--- src/rtl/tdm_demux_2ch.sv ---
// Two-channel TDM demultiplexer: a serial stream of alternating WIDTH-bit
// A/B words, aligned by a sync marker on the A-word MSB, is presented as
// parallel a/b words once per frame, with frame-lock tracking and a
// sync-violation pulse.
module tdm_demux_2ch #(
    parameter int WIDTH = 8
) (
    input  logic             clk,
    input  logic             rst_n,
    input  logic             d,
    input  logic             v,
    input  logic             sync,
    output logic [WIDTH-1:0] a,
    output logic [WIDTH-1:0] b,
    output logic             o_valid,
    output logic             locked,
    output logic             sync_err
);

    localparam int             CW   = $clog2(WIDTH) + 1;
    localparam logic [CW-1:0]  LAST = CW'(WIDTH - 1);

    typedef enum logic [1:0] {
        HUNT,
        RX_A,
        RX_B
    } state_t;

    state_t           state, state_nx;
    logic [CW-1:0]    cnt, cnt_nx;
    logic [WIDTH-1:0] sh_a, sh_a_nx;
    logic [WIDTH-1:0] sh_b, sh_b_nx;
    logic [WIDTH-1:0] a_nx, b_nx;
    logic             o_valid_nx, locked_nx, sync_err_nx;

    // A sync-marked bit always restarts the A word with that bit as its MSB.
    logic [WIDTH-1:0] a_restart;
    assign a_restart = {{(WIDTH-1){1'b0}}, d};

    // Next-state and next-output decode; only strobed bits move the frame.
    always_comb begin
        // NOTE: every signal gets a hold/default value first so no path
        // through the case leaves one unassigned, which would infer a latch.
        state_nx    = state;
        cnt_nx      = cnt;
        sh_a_nx     = sh_a;
        sh_b_nx     = sh_b;
        a_nx        = a;
        b_nx        = b;
        locked_nx   = locked;
        o_valid_nx  = 1'b0;
        sync_err_nx = 1'b0;

        if (v) begin
            unique case (state)
                HUNT: begin
                    if (sync) begin
                        sh_a_nx   = a_restart;
                        cnt_nx    = CW'(1);
                        state_nx  = RX_A;
                        locked_nx = 1'b1;
                    end
                end

                RX_A: begin
                    if (cnt == '0 && !sync) begin
                        // Expected frame start did not carry sync: lock lost.
                        sync_err_nx = 1'b1;
                        locked_nx   = 1'b0;
                        state_nx    = HUNT;
                        cnt_nx      = '0;
                    end else if (cnt != '0 && sync) begin
                        // Early sync: drop the partial frame and realign here.
                        sync_err_nx = 1'b1;
                        sh_a_nx     = a_restart;
                        cnt_nx      = CW'(1);
                    end else begin
                        sh_a_nx = {sh_a[WIDTH-2:0], d};
                        if (cnt == LAST) begin
                            state_nx = RX_B;
                            cnt_nx   = '0;
                        end else begin
                            cnt_nx = cnt + CW'(1);
                        end
                    end
                end

                RX_B: begin
                    if (sync) begin
                        sync_err_nx = 1'b1;
                        sh_a_nx     = a_restart;
                        cnt_nx      = CW'(1);
                        state_nx    = RX_A;
                    end else begin
                        sh_b_nx = {sh_b[WIDTH-2:0], d};
                        if (cnt == LAST) begin
                            a_nx       = sh_a;
                            b_nx       = {sh_b[WIDTH-2:0], d};
                            o_valid_nx = 1'b1;
                            state_nx   = RX_A;
                            cnt_nx     = '0;
                        end else begin
                            cnt_nx = cnt + CW'(1);
                        end
                    end
                end

                default: begin
                    state_nx = HUNT;
                    cnt_nx   = '0;
                end
            endcase
        end
    end

    // State and registered outputs; reset discards any partial frame at once.
    always_ff @(posedge clk or negedge rst_n) begin
        if (!rst_n) begin
            // NOTE: the shift registers are reset along with the control
            // state so a frame interrupted by reset can never leak stale bits.
            state    <= HUNT;
            cnt      <= '0;
            sh_a     <= '0;
            sh_b     <= '0;
            a        <= '0;
            b        <= '0;
            o_valid  <= 1'b0;
            locked   <= 1'b0;
            sync_err <= 1'b0;
        end else begin
            // NOTE: non-blocking assignments so every register samples the
            // pre-edge values computed above, independent of statement order.
            state    <= state_nx;
            cnt      <= cnt_nx;
            sh_a     <= sh_a_nx;
            sh_b     <= sh_b_nx;
            a        <= a_nx;
            b        <= b_nx;
            o_valid  <= o_valid_nx;
            locked   <= locked_nx;
            sync_err <= sync_err_nx;
        end
    end

endmodule
--- config.mk ---
export PLATFORM = sky130hd
export DESIGN_NAME = tdm_demux_2ch
export DESIGN_NICKNAME = d
export VERILOG_FILES = /design/src/rtl/tdm_demux_2ch.sv
export SDC_FILE = /design/constraint.sdc
export NUM_CORES = 1
export LEC_CHECK = 0
export CORE_MARGIN = 3
export CORE_UTILIZATION = 50
export DETAILED_ROUTE_END_ITERATION = 6
export PLACE_DENSITY_LB_ADDON = 0.25
export SLEW_MARGIN = 20
export SYNTH_ARGS = -nofsm -noshare
export SYNTH_HDL_FRONTEND = slang
export SYNTH_SLANG_ARGS = --single-unit
--- constraint.sdc ---
create_clock -name clk -period 3.75 [get_ports clk]
set_input_delay 0.75 -clock clk [delete_from_list [all_inputs] [get_ports clk]]
set_output_delay 0.75 -clock clk [all_outputs]
set_load 0.05 [all_outputs]
After elaboration in Yosys (flattened, before gate mapping)
Cells that the tools add are included.
Widths: inputs -> output; s select.
{"block": "classes", "add_sub_neg": 1, "n_eq_ne": 10, "mux": 29, "bitwise_logic": 1, "n_reduce_logical": 15}
{"cell": "$mux 8", "n": 3}
{"cell": "$mux 4", "n": 5}
{"cell": "$pmux 8 s2", "n": 1}
{"cell": "$mux 2", "n": 6}
{"cell": "$pmux 4 s3", "n": 1}
{"cell": "$reduce_and 4->1", "n": 3}
{"cell": "$mux 1", "n": 10}
{"cell": "$ne 3x3->1 const B", "n": 3}
{"cell": "$ne 2x2->1 const B", "n": 3}
{"cell": "$pmux 2 s3", "n": 1}
{"cell": "$reduce_and 5->1", "n": 1}
{"cell": "$add 4x1->4 const B", "n": 1}
{"cell": "$eq 4x3->1 const B", "n": 1}
{"cell": "$logic_not 4->1", "n": 1}
{"cell": "$pmux 1 s2", "n": 2}
{"cell": "$reduce_bool 2->1", "n": 2}
{"cell": "$reduce_bool 4->1", "n": 1}
{"cell": "$reduce_and 3->1", "n": 1}
{"cell": "$eq 2x1->1 const B", "n": 1}
{"cell": "$eq 2x2->1 const B", "n": 1}
{"cell": "$logic_and 1x1->1", "n": 2}
{"cell": "$logic_not 2->1", "n": 1}
{"cell": "$ne 2x1->1 const B", "n": 1}
{"cell": "$reduce_and 2->1", "n": 1}
{"cell": "other kinds (3)", "n": 3}
{"block": "totals", "regBits": 40, "output_inout_bits": 19, "wordCells": 65}

Longest topological paths before layout
Gate-level depths: netlist of run 1.
{"block": "logic_depth", "word_depth": 6, "ltp_mapped": 9}

Least setup slack after synthesis of run 1
OpenSTA, ideal clock, no wires.
{"block": "synth_timing", "path_type": "input port to flip-flop", "startpoint": "input sync", "endpoint": "register sh_a[0]", "setup_ns": 0.125, "t_arrival_ns": 1.853, "required_ns": 3.625, "path_slack_ns": 1.773, "stages": 4, "n_path_buf": 0, "path_cell_list": "inv_1 ha_1 a2111oi_4 mux2_2"}
{"block": "synth_via", "elab_chain_cells": 4}
{"item": "start, declared", "line": "12", "rtl": "input logic sync,"}
{"item": "$logic_not 1->1", "line": "66", "rtl": "if (cnt == '0 && !sync) begin"}
{"item": "$logic_and 1x1->1", "line": "66"}
{"item": "$ne 2x2->1 (no source line)"}
{"item": "$reduce_and 4->1 (no source line) *"}
{"item": "end signal, assigned", "line": "135", "rtl": "sh_a <= sh_a_nx;"}
{"item": "end, declared", "line": "31", "rtl": "logic [WIDTH-1:0] sh_a, sh_a_nx;"}
Mark *: on every way between the ends. The rest lies on a longest branch, timed or not.
A chain may end at the register's enable or synchronous reset.

Worst setup path in the final report of run 1
Same ends and word-level chain as after synthesis.

==> impl_metrics.tcl, run 1 <==
set metrics [dict create \
    path_clk_slew_ns 0.07 \
    cts_tree "yes" \
    routabilityCongestion 0.967 \
    cts_buffers 5 \
    placedCellCount 218 \
    dieArea_um2 4490 \
    synthFlopType "dfrtp_1" \
    cts_max_path_buffers 2 \
    firstDrtPassIters 4 \
    diodes 0 \
    start_util_pct 53.6 \
    cp_max_fo 15 \
    cp-start-kind "input pin" \
    r2r-start "cnt[0]" \
    cts-resized-gates 0 \
    synth_fp_nets 164 \
    drc 0 \
    die_h_um 67 \
    period_needed_ns 2.54 \
    via_per_inst 5.44 \
    via_count 1229 \
    ys_warn_count 0 \
    h-tree-depth 2 \
    regArea_um2 1000 \
    cp-end-kind "flip-flop" \
    cts.hold.buffers_added 0 \
    skew_ns 0.00877 \
    grtUsageTotal_pct 16.6 \
    synth_area_per_cell_um2 12.4 \
    status "finished clean" \
    synth_cell_types 32 \
    synth_area_um2 1860 \
    synthArstFlopShare_pct 100 \
    tns_ns 0 \
    area_growth_pct 20.9 \
    layout_common_cells "40 x dfrtp_1, 24 x mux2_2, 22 x clkdlybuf4s50_1" \
    cts.sinks 40 \
    coreArea_um2 3470 \
    fillers 292 \
    cap_violations 0 \
    slew_headroom_pct 44.2 \
    finalSetupViolations 0 \
    antenna_found_initial 0 \
    peakVddDrop_uv 350 \
    crit_required_ns 3.92 \
    grt_pass1_wl_mm 5.55 \
    port_buffers 23 \
    grt_pass1_vias 1203 \
    dp_hpwl_mm 2.33 \
    syn-instance-count 150 \
    fp-row-count 21 \
    die_w_um 67 \
    cts_root_buf "clkbuf_8" \
    hold_path.class "flip-flop to flip-flop" \
    path_class "input pin to flip-flop" \
    io_pins 24 \
    first_iter_violations 69 \
    nets 193 \
    design_area_um2 2250 \
    routedWlPerCell_um 14.2 \
    drv_slew 0 \
    startpoint "sync" \
    wl_mm 3.21 \
    synth_seq_area_share_pct 53.8 \
    worst_pin_slew_ns 0.838 \
    grt_max_degree 41 \
    cts_setup_buffers 0 \
    layout_commonest_cell "dfrtp_1" \
    place_area_um2 2130 \
    grt-ovfl-total 0 \
    ys_seq_elements 40 \
    layout-drive-gt1-share_pct 21.7 \
    min_from "a[1]" \
    finalHoldViolCount 0 \
    multi_input_area_um2 777 \
    fin_crit_sh_pct 67.6 \
    rsz0062_at_grt "false" \
    clk_latency_ns 0.29 \
    power_leakage_nw 1.09 \
    synth-edff-count 0 \
    power_density_nw_per_um2 530 \
    fin_cells 226 \
    antenna_left 0 \
    worst-endpoint-arrival_ns 2.71 \
    fmax_mhz 394 \
]
==> where the power goes <==
group	internal (mW)	switching [mW]
Sequential	0.474	0.0423
Clock	0.217	0.145
Combinational	0.119	0.195
Total	0.811	0.382
==> layer usage <==
metal	global-route usage [%]	routed length [um]
met1	22.3	1450
met2	24.8	1540
met3	5.73	164
met4	5.82	51
met5	0	0
==> kinds of logic after synthesis <==
kind of cell               share of synthesized area [%]
DFF                                                 53.8
and+or+nand+nor                                     10.5
AOI/OAI and AO/OA                                   10.2
muxes                                               15.1
buffers and inverters                               4.44
adders and majority gates                           6.05
==> cells in the mapped netlist, drive strengths merged, types with 2 or more instances <==
master  count  area, um^2
dfrtp      40        1000
mux2       24         270
inv        16        60.1
o21ai      10        50.0
ha          9         113
nand3       8        40.0
nor2        7        42.5
nand2       6        30.0
a21oi       3        15.0
and3        3        18.8
o21bai      3        22.5
a22o        2        17.5
buf         2        22.5
nor3b       2        15.0
o22ai       2        12.5
==> sequential cells by signal, indices dropped and copies added (netlist names), 2 cells and up <==
name	cells
state	2
b	8
sh_b	7
sh_a	8
cnt	4
a	8
==> final timing paths <==
check,endpoint,slack [ns],cells past startpoint
setup / recovery,sh_a[0],1.21,6
min in group asynchronous,sh_b[1],0.56,1
hold / removal,a[1],0.51,1
setup reg to reg,sh_a[0],1.56,8
max in group asynchronous,cnt[3],2.66,1
hold reg to reg,a[1],0.51,1
==> cell type report <==
cell class                      instances  area share, %
Sequential cell                        40           44.5
Multi-Input combinational cell         92           34.5
Timing Repair Buffer                   24           10.3
Clock buffer                            6           3.67
Inverter                               16           2.67
Tap cell                               46           2.56
Clock inverter                          2           1.72
==> critical path, stage by stage <==
cell,delay (ns)
clkdlybuf4s50_1,0.64
inv_1,0.12
ha_1,0.31
a2111oi_4,0.31
buf_4,0.23
mux2_2,0.34
==> through the flow <==
step           worst slack [ns]  hold slack (ns)  total power [mW]  util [%]
3_3_place_gp               1.01            0.487             0.812      61.4
5_1_grt                    1.11            0.522              1.26      64.9
6_report                   1.21            0.511              1.19      64.9
4_1_cts                    1.25            0.513              1.20      64.9
2_1_floorplan              1.77            0.454             0.744         -
3_5_place_dp              0.942            0.495             0.833      61.4
Note: power is estimated with default switching activity, not from simulation.
==> inputs of run 2 (changes only) <==
clock period = 2.6 ns   (was 3.75 ns; I/O delays follow)
==> impl_metrics.tcl, run 2 (synthesized netlist as in run 1, its figures left out) <==
set metrics [dict create \
    status "finished clean" \
    finalSetupViolations 0 \
    die_h_um 67 \
    diodes 0 \
    via_count 1214 \
    placedCellCount 220 \
    antenna_found_initial 0 \
    cpPeakStageDelay_ns 0.81 \
    routedWlPerCell_um 14.3 \
    cts_buffers 5 \
    cp-start-kind "flip-flop" \
    cts.hold.buffers_added 0 \
    grt-ovfl-total 0 \
    start_util_pct 53.6 \
    grt_pass1_wl_mm 5.51 \
    peakVddDrop_uv 502 \
    area_growth_pct 20.4 \
    io_pins 24 \
    fp-row-count 21 \
    hold_path.class "input pin to async pin" \
    grt_pass1_vias 1217 \
    grtUsageTotal_pct 16.7 \
    coreArea_um2 3470 \
    crit_required_ns 2.08 \
    wl_mm 3.27 \
    cts_root_buf "clkbuf_8" \
    nets 195 \
    die_w_um 67 \
    path_clk_slew_ns 0.08 \
    finalHoldViolCount 0 \
    cp-end-kind "output port" \
    cts_setup_buffers 0 \
    first_iter_violations 49 \
    clk_latency_ns 0.29 \
    tns_ns 0 \
    via_per_inst 5.32 \
    path_cells "clkdlybuf4s50_1" \
    layout-drive-gt1-share_pct 22.5 \
    cts.sinks 40 \
    fin_crit_sh_pct 76.7 \
    worst_pin_slew_ns 0.857 \
    power_leakage_nw 1.08 \
    period_needed_ns 1.99 \
    finalPower_mw 1.63 \
    path_class "flip-flop to output port" \
    h-tree-depth 2 \
    fmax_mhz 501 \
    drc 0 \
    antenna_left 0 \
    firstDrtPassIters 4 \
    dp_hpwl_mm 2.36 \
    drv_slew 0 \
    cpLargestDelayFamily "buffers and inverters" \
    cts_max_path_buffers 2 \
    port_buffers 23 \
    grt_max_degree 41 \
    utilization_pct 64.6 \
    cp_max_fo 3 \
    layout_commonest_cell "dfrtp_1" \
    cap_violations 0 \
    rsz0062_at_grt "false" \
    cts_tree "yes" \
    slew_headroom_pct 42.9 \
    layout_common_cells "40 x dfrtp_1, 24 x mux2_2, 22 x clkdlybuf4s50_1" \
    dieArea_um2 4490 \
    power_density_nw_per_um2 726 \
    worst-path-buf-inv 1 \
    skew_ns 0.00573 \
    worst-endpoint-arrival_ns 1.47 \
    crit_path_top_delay_cell "clkdlybuf4s50_1" \
    top_regs "a: 8 flops, b: 8 flops, sh_a: 8 flops" \
    cts-resized-gates 0 \
    fin_cells 228 \
    routabilityCongestion 0.913 \
]
## run 2: report_power, final
group / total [mW] / internal, mW / switching (mW) / leakage [nW]
combinational: 0.456 / 0.181 / 0.276 / 0.495
clock: 0.428 / 0.214 / 0.214 / 0.0434
sequential: 0.742 / 0.683 / 0.0585 / 0.545
## run 2: routing by layer
layer | up-vias | global-route usage, % | share of wire (%) | wire [um]
li1 | 597 | - | - | -
met1 | 588 | 20.9 | 46 | 1500
met2 | 23 | 26.1 | 48 | 1560
met3 | 6 | 5.40 | 4.5 | 148
met4 | 0 | 7.34 | 1.7 | 57
met5 | - | 0 | 0 | 0
## run 2: layout make-up
cell class | count | area, um^2
Fill cell | 287 | 1230
Sequential cell | 40 | 1000
Multi-Input combinational cell | 92 | 777
Timing Repair Buffer | 26 | 248
Clock buffer | 6 | 82.6
Inverter | 16 | 60.1
Tap cell | 46 | 57.6
Clock inverter | 2 | 15.0
## run 2: final timing paths
check	start	end	slack, ns	depth (start not counted)
setup / recovery	locked	locked	0.61	1
hold / removal	rst_n	cnt[0]	0.33	1
setup reg to reg	cnt[0]	sh_a[5]	0.61	9
hold reg to reg	a[7]	a[7]	0.51	1
max in group asynchronous	rst_n	sh_a[6]	1.73	1
min in group clk	a[7]	a[7]	0.51	1
## run 2: per-stage QoR
stage	area [um^2]	hold WS [ns]	setup slack, ns
floorplan	1860	0.224	0.674
global placement	2140	0.491	0.411
detailed placement	2140	0.499	0.364
CTS	2240	0.358	0.597
global route	2240	0.403	0.379
finish	2240	0.329	0.605
